## config.mk

```make
export PLATFORM = sky130hd
export DESIGN_NAME = sysmgr_rst_seq
export DESIGN_NICKNAME = d
export VERILOG_FILES = /design/src/rtl/sysmgr_rst_seq.sv
export SDC_FILE = /design/constraint.sdc
export NUM_CORES = 1
export LEC_CHECK = 0
export ABC_AREA = 1
export BUFFER_PORTS_ARGS = -buffer_cell sky130_fd_sc_hd__buf_2
export CAP_MARGIN = 0
export CORE_AREA = 2 2 39 41
export DETAILED_ROUTE_END_ITERATION = 6
export DIE_AREA = 0 0 41 43
export SYNTH_ARGS = -nofsm -noshare
export SYNTH_HDL_FRONTEND = slang
export SYNTH_SLANG_ARGS = --single-unit
```

## constraint.sdc

```tcl
create_clock -name clk -period 1.3 [get_ports clk]
set_input_delay 0.26 -clock clk [delete_from_list [all_inputs] [get_ports clk]]
set_output_delay 0.26 -clock clk [all_outputs]
set_load 0.01 [all_outputs]
```

## src/rtl/sysmgr_rst_seq.sv

```systemverilog
// Reset sequencer for the PLL core clock: syncs lock, stretches reset,
// and generates a divided-rate clock-enable strobe while running.
module sysmgr_rst_seq #(
  parameter int SYNC_STAGES = 2,
  parameter int RST_CYCLES  = 16,
  parameter int CE_DIV      = 4
) (
  input  logic clk,
  input  logic rst,
  input  logic pll_lock,
  input  logic sw_rst_req,
  output logic rst_out,
  output logic ready,
  output logic ce,
  output logic [((CE_DIV > 1) ? $clog2(CE_DIV) : 1)-1:0] ce_phase
);

  localparam int PW = (CE_DIV > 1) ? $clog2(CE_DIV) : 1;
  localparam int CW = (RST_CYCLES > 1) ? $clog2(RST_CYCLES) : 1;
  localparam logic [CW-1:0] CNT_MAX = CW'(RST_CYCLES - 1);
  localparam logic [PW-1:0] PH_MAX  = PW'(CE_DIV - 1);

  typedef enum logic [1:0] {
    HOLD,
    COUNT,
    RUN
  } state_t;

  state_t state, state_nxt;
  logic [CW-1:0] cnt, cnt_nxt;
  logic [PW-1:0] ph_nxt;
  logic [SYNC_STAGES-1:0] sync;
  logic lock_s;

  always_ff @(posedge clk or posedge rst) begin
    if (rst) sync <= '0;
    else     sync <= {sync[SYNC_STAGES-2:0], pll_lock};
  end

  assign lock_s = sync[SYNC_STAGES-1];

  always_comb begin
    state_nxt = state;
    cnt_nxt   = cnt;
    unique case (state)
      HOLD: begin
        if (lock_s) begin
          state_nxt = COUNT;
          cnt_nxt   = '0;
        end
      end
      COUNT: begin
        if (!lock_s)
          state_nxt = HOLD;
        else if (cnt == CNT_MAX)
          state_nxt = RUN;
        else
          cnt_nxt = cnt + CW'(1);
      end
      RUN: begin
        // lock loss wins over a concurrent software request
        if (!lock_s) begin
          state_nxt = HOLD;
        end else if (sw_rst_req) begin
          state_nxt = COUNT;
          cnt_nxt   = '0;
        end
      end
      default: state_nxt = HOLD;
    endcase
  end

  always_comb begin
    ph_nxt = '0;
    if (state == RUN && state_nxt == RUN)
      ph_nxt = (ce_phase == PH_MAX) ? '0 : ce_phase + PW'(1);
  end

  always_ff @(posedge clk or posedge rst) begin
    if (rst) begin
      state    <= HOLD;
      cnt      <= '0;
      rst_out  <= 1'b1;
      ready    <= 1'b0;
      ce       <= 1'b0;
      ce_phase <= '0;
    end else begin
      state    <= state_nxt;
      cnt      <= cnt_nxt;
      rst_out  <= (state_nxt != RUN);
      ready    <= (state_nxt == RUN);
      ce_phase <= ph_nxt;
      ce       <= (state_nxt == RUN) && (ph_nxt == PH_MAX);
    end
  end

endmodule

```

==> results.yml <==
synth:
  synth-edff-count: 0
  netlist-cell-type-count: 17
  yosys_register_bits: 13
  synth_cells: 58
  synth.area.top_cells: "sky130_fd_sc_hd__dfrtp_1 53%, sky130_fd_sc_hd__nand2_1 8.0%, sky130_fd_sc_hd__inv_1 6.0%"
  synth_ff_type: "sky130_fd_sc_hd__dfrtp_1"
  synthesis.yosys.warnings: 0
  synth_async_sr_flop_share: 1.00
  synthesis.area_um2: 563
  syn_nets: 64
  yosysTopAreaCellShare: 0.533
  ranking_of_synthesized_cells_by_instance_count: "12 x sky130_fd_sc_hd__dfrtp_1, 12 x sky130_fd_sc_hd__nand2_1, 9 x sky130_fd_sc_hd__inv_1"
  yosysSeqAreaShare: 0.580
  synthDominantAreaCellType: "sky130_fd_sc_hd__dfrtp_1"
  synthesis.area_per_instance_um2: 9.71
drt:
  detail_route.wl_per_cell_um: 9.76
  total_drc_errors_in_the_routed_layout: 0
  drtIter0Drc: 0
  first_pass_iters: 1
  detail_route.vias_per_cell: 4.58
  drt-total-wl_um: 839
  num_vias: 394
  route.antenna.remaining_nets: 0
sta:
  clock.fmax_mhz: 862
  count_of_endpoints_failing_setup_in_the_final_report: 0
  setup_repair_after_global_routing_missed_its_margin: "no"
  timing_hold_violations_final: 0
  slew_at_the_pin_closest_to_its_max_slew_limit_ps: 458
  worst_slew_margin_rel: 0.695
  drv_slew: 0
  clock-skew-final_ps: 2.55
  final_min_period_over_clock_period: 0.892
  setup_tns_ps: 0
  fin_crit_ps: 1160
global_route:
  pin_count_of_the_biggest_net_entering_global_routing: 14
  grt_pass1_wl_mm: 1.48
  grt_antenna_before_repair: 0
  overflow_left_after_global_routing: 0
  first_global_vias: 373
  grt_usage: 0.136
placement:
  placed_area_um2: 612
  place_hpwl_um: 652
  globalplace.congestion: 0.693
  portBuffers: 8
  placedCellCount: 81
clock_tree:
  clockRootBuffer: "sky130_fd_sc_hd__clkbuf_4"
  cts_resized: 0
  clkSlewWorstSetupHoldPaths_ps: 80
  cts_max_path_buffers: 2
  clk-insertion-delay-late_ps: 270
  cts_setup_buffers: 0
  cts_htree_levels: 1
  cts_tree: "built"
  clkSinkCount: 13
  tritoncts.num_buffers: 3
layout:
  nets_finish: 77
  post_route_cells_drive_above_1_share: 0.243
  final.fill_count: 142
  finish.utilization: 0.469
  final_cells: 86
  areaGrowthSynthToFinish_pct: 15.3
  num_antenna_cells: 0
  final_cell_area_um2: 649
critical_path:
  critical_path_arrival_ps: 900
  setup.worst_path.class: "flop to output pin"
  path_buf_inv: 1
  crit_path_cell_trace: "buf_2"
  end_kind: "output pin"
  cp_slowest_stage_delay_ps: 510
  crit_path_top_delay_cell: "sky130_fd_sc_hd__dfstp_2"
  worst_path_dominant_cell_family: "flip-flops"
  cp_data_required_time_ps: 1040
  cp-start-kind: "flop"
  critPathMaxFanout: 1
floorplan:
  io_pins: 9
  initial_core_util: 0.407
  die_height_um: 43
  num_rows: 14
  fp.coreArea_um2: 1380
  floorplan.die.width_um: 41
  die_area_um2: 1760
power:
  cellPowerDensity_nw_per_um2: 1160
  power.switching_fraction: 0.249
  power_leakage_uw: 0.000354
  share_clk_of_total_power: 0.321
  total_power_uw: 754
  share_seq_of_total_power: 0.596
  p_comb_frac: 0.083
  worst_ir_drop_vdd_v: 0.000911
  total_switching_power_uw: 188
  internal_power_uw: 566
outcome:
  outcome: "completed"
worst_hold_path:
  min_path_type: "input pin to flop"
run:
  max_cap_viol_count: 0
==> cells in the final DEF, fill, tap and decap left out <==
master	synthesis	final
sky130_fd_sc_hd__clkinv_2	0	1
sky130_fd_sc_hd__nor2_2	1	1
sky130_fd_sc_hd__o21ai_1	1	1
sky130_fd_sc_hd__xor2_1	1	1
sky130_fd_sc_hd__ha_1	2	2
sky130_fd_sc_hd__or2_1	1	1
sky130_fd_sc_hd__nor4_2	1	1
sky130_fd_sc_hd__nand3_1	5	5
sky130_fd_sc_hd__dfrtp_1	12	12
sky130_fd_sc_hd__buf_2	0	8
sky130_fd_sc_hd__clkbuf_4	0	3
sky130_fd_sc_hd__inv_1	9	9
sky130_fd_sc_hd__nand2_2	2	2
sky130_fd_sc_hd__nor2_1	3	3
sky130_fd_sc_hd__nor3_1	1	1
sky130_fd_sc_hd__nand4_1	3	3
sky130_fd_sc_hd__dfstp_2	1	1
sky130_fd_sc_hd__nand2_1	12	12
sky130_fd_sc_hd__o21ai_0	2	2
sky130_fd_sc_hd__dlygate4sd3_1	0	1
==> power groups by stage <==
stage          Clock (µW)  Combinational, µW  Sequential [µW]
2_1_floorplan           0               62.9              448
3_3_place_gp            0               61.5              457
3_5_place_dp            0               62.6              457
4_1_cts               251               64.8              449
5_1_grt               283               76.4              454
6_report              242               62.7              449
==> through the flow <==
| stage | worst slack [ps] | hold slack, ps |
|---|---|---|
| 2_1_floorplan | 216 | 136 |
| 3_3_place_gp | 176 | 299 |
| 3_5_place_dp | 151 | 302 |
| 4_1_cts | 130 | 79.0 |
| 5_1_grt | 40.0 | 57.6 |
| 6_report | 140 | 88.0 |
==> per-layer routing <==
layer | global-route usage | up-vias | wire, µm | part of all wire
li1 | - | 208 | - | -
met3 | 0.0995 | 2 | 68 | 0.081
met4 | 0.0800 | 0 | 15 | 0.018
met5 | 0 | - | 0 | 0
met1 | 0.144 | 175 | 355 | 0.42
met2 | 0.188 | 9 | 400 | 0.48
==> area by class of cell <==
| class | instances | area [µm²] | area share |
|---|---|---|---|
| clock buffers | 3 | 22.5 | 0.0347 |
| clock inverters | 1 | 5.00 | 0.00771 |
| inverters | 9 | 33.8 | 0.0520 |
| multi-input cells | 35 | 191 | 0.295 |
| flip-flops and latches | 13 | 327 | 0.503 |
| well taps | 16 | 20.0 | 0.0308 |
| repair buffers | 9 | 50.0 | 0.0771 |
==> sequential cells by signal, indices dropped and copies added, names as in the netlist <==
signal    count
rst_out       1
ready         1
sync          2
ce_phase      2
ce            1
state         2
cnt           4
==> cell families (layout without fill, tap and decap cells) <==
family,Yosys count,count (layout),synth area share
adder cells (fa/ha/maj),2,2,0.0444
XOR/XNOR,1,1,0.0156
AO/OA/AOI/OAI,3,3,0.0267
buffers and inverters,10,22,0.0800
flip-flops,13,13,0.580
AND/OR/NAND/NOR,29,29,0.253
==> worst paths after layout <==
| kind | slack (ps) | from | endpoint | depth (start not counted) |
|---|---|---|---|---|
| min in group asynchronous | 530 | rst | sync[1] | 3 |
| max reg2reg | 140 | cnt[0] | cnt[2] | 5 |
| min | 90 | pll_lock | sync[0] | 1 |
| max in group asynchronous | 430 | rst | rst_out | 3 |
| max | 140 | rst_out | rst_out | 1 |
| min reg2reg | 350 | sync[0] | sync[1] | 0 |
==> timing repair <==
action	4_1_cts	5_1_grt
endpoints found under the setup margin	0	0
hold buffers	1	0
hold endpoints to repair	8	0
No activity file was read; power rests on OpenSTA's default activity.
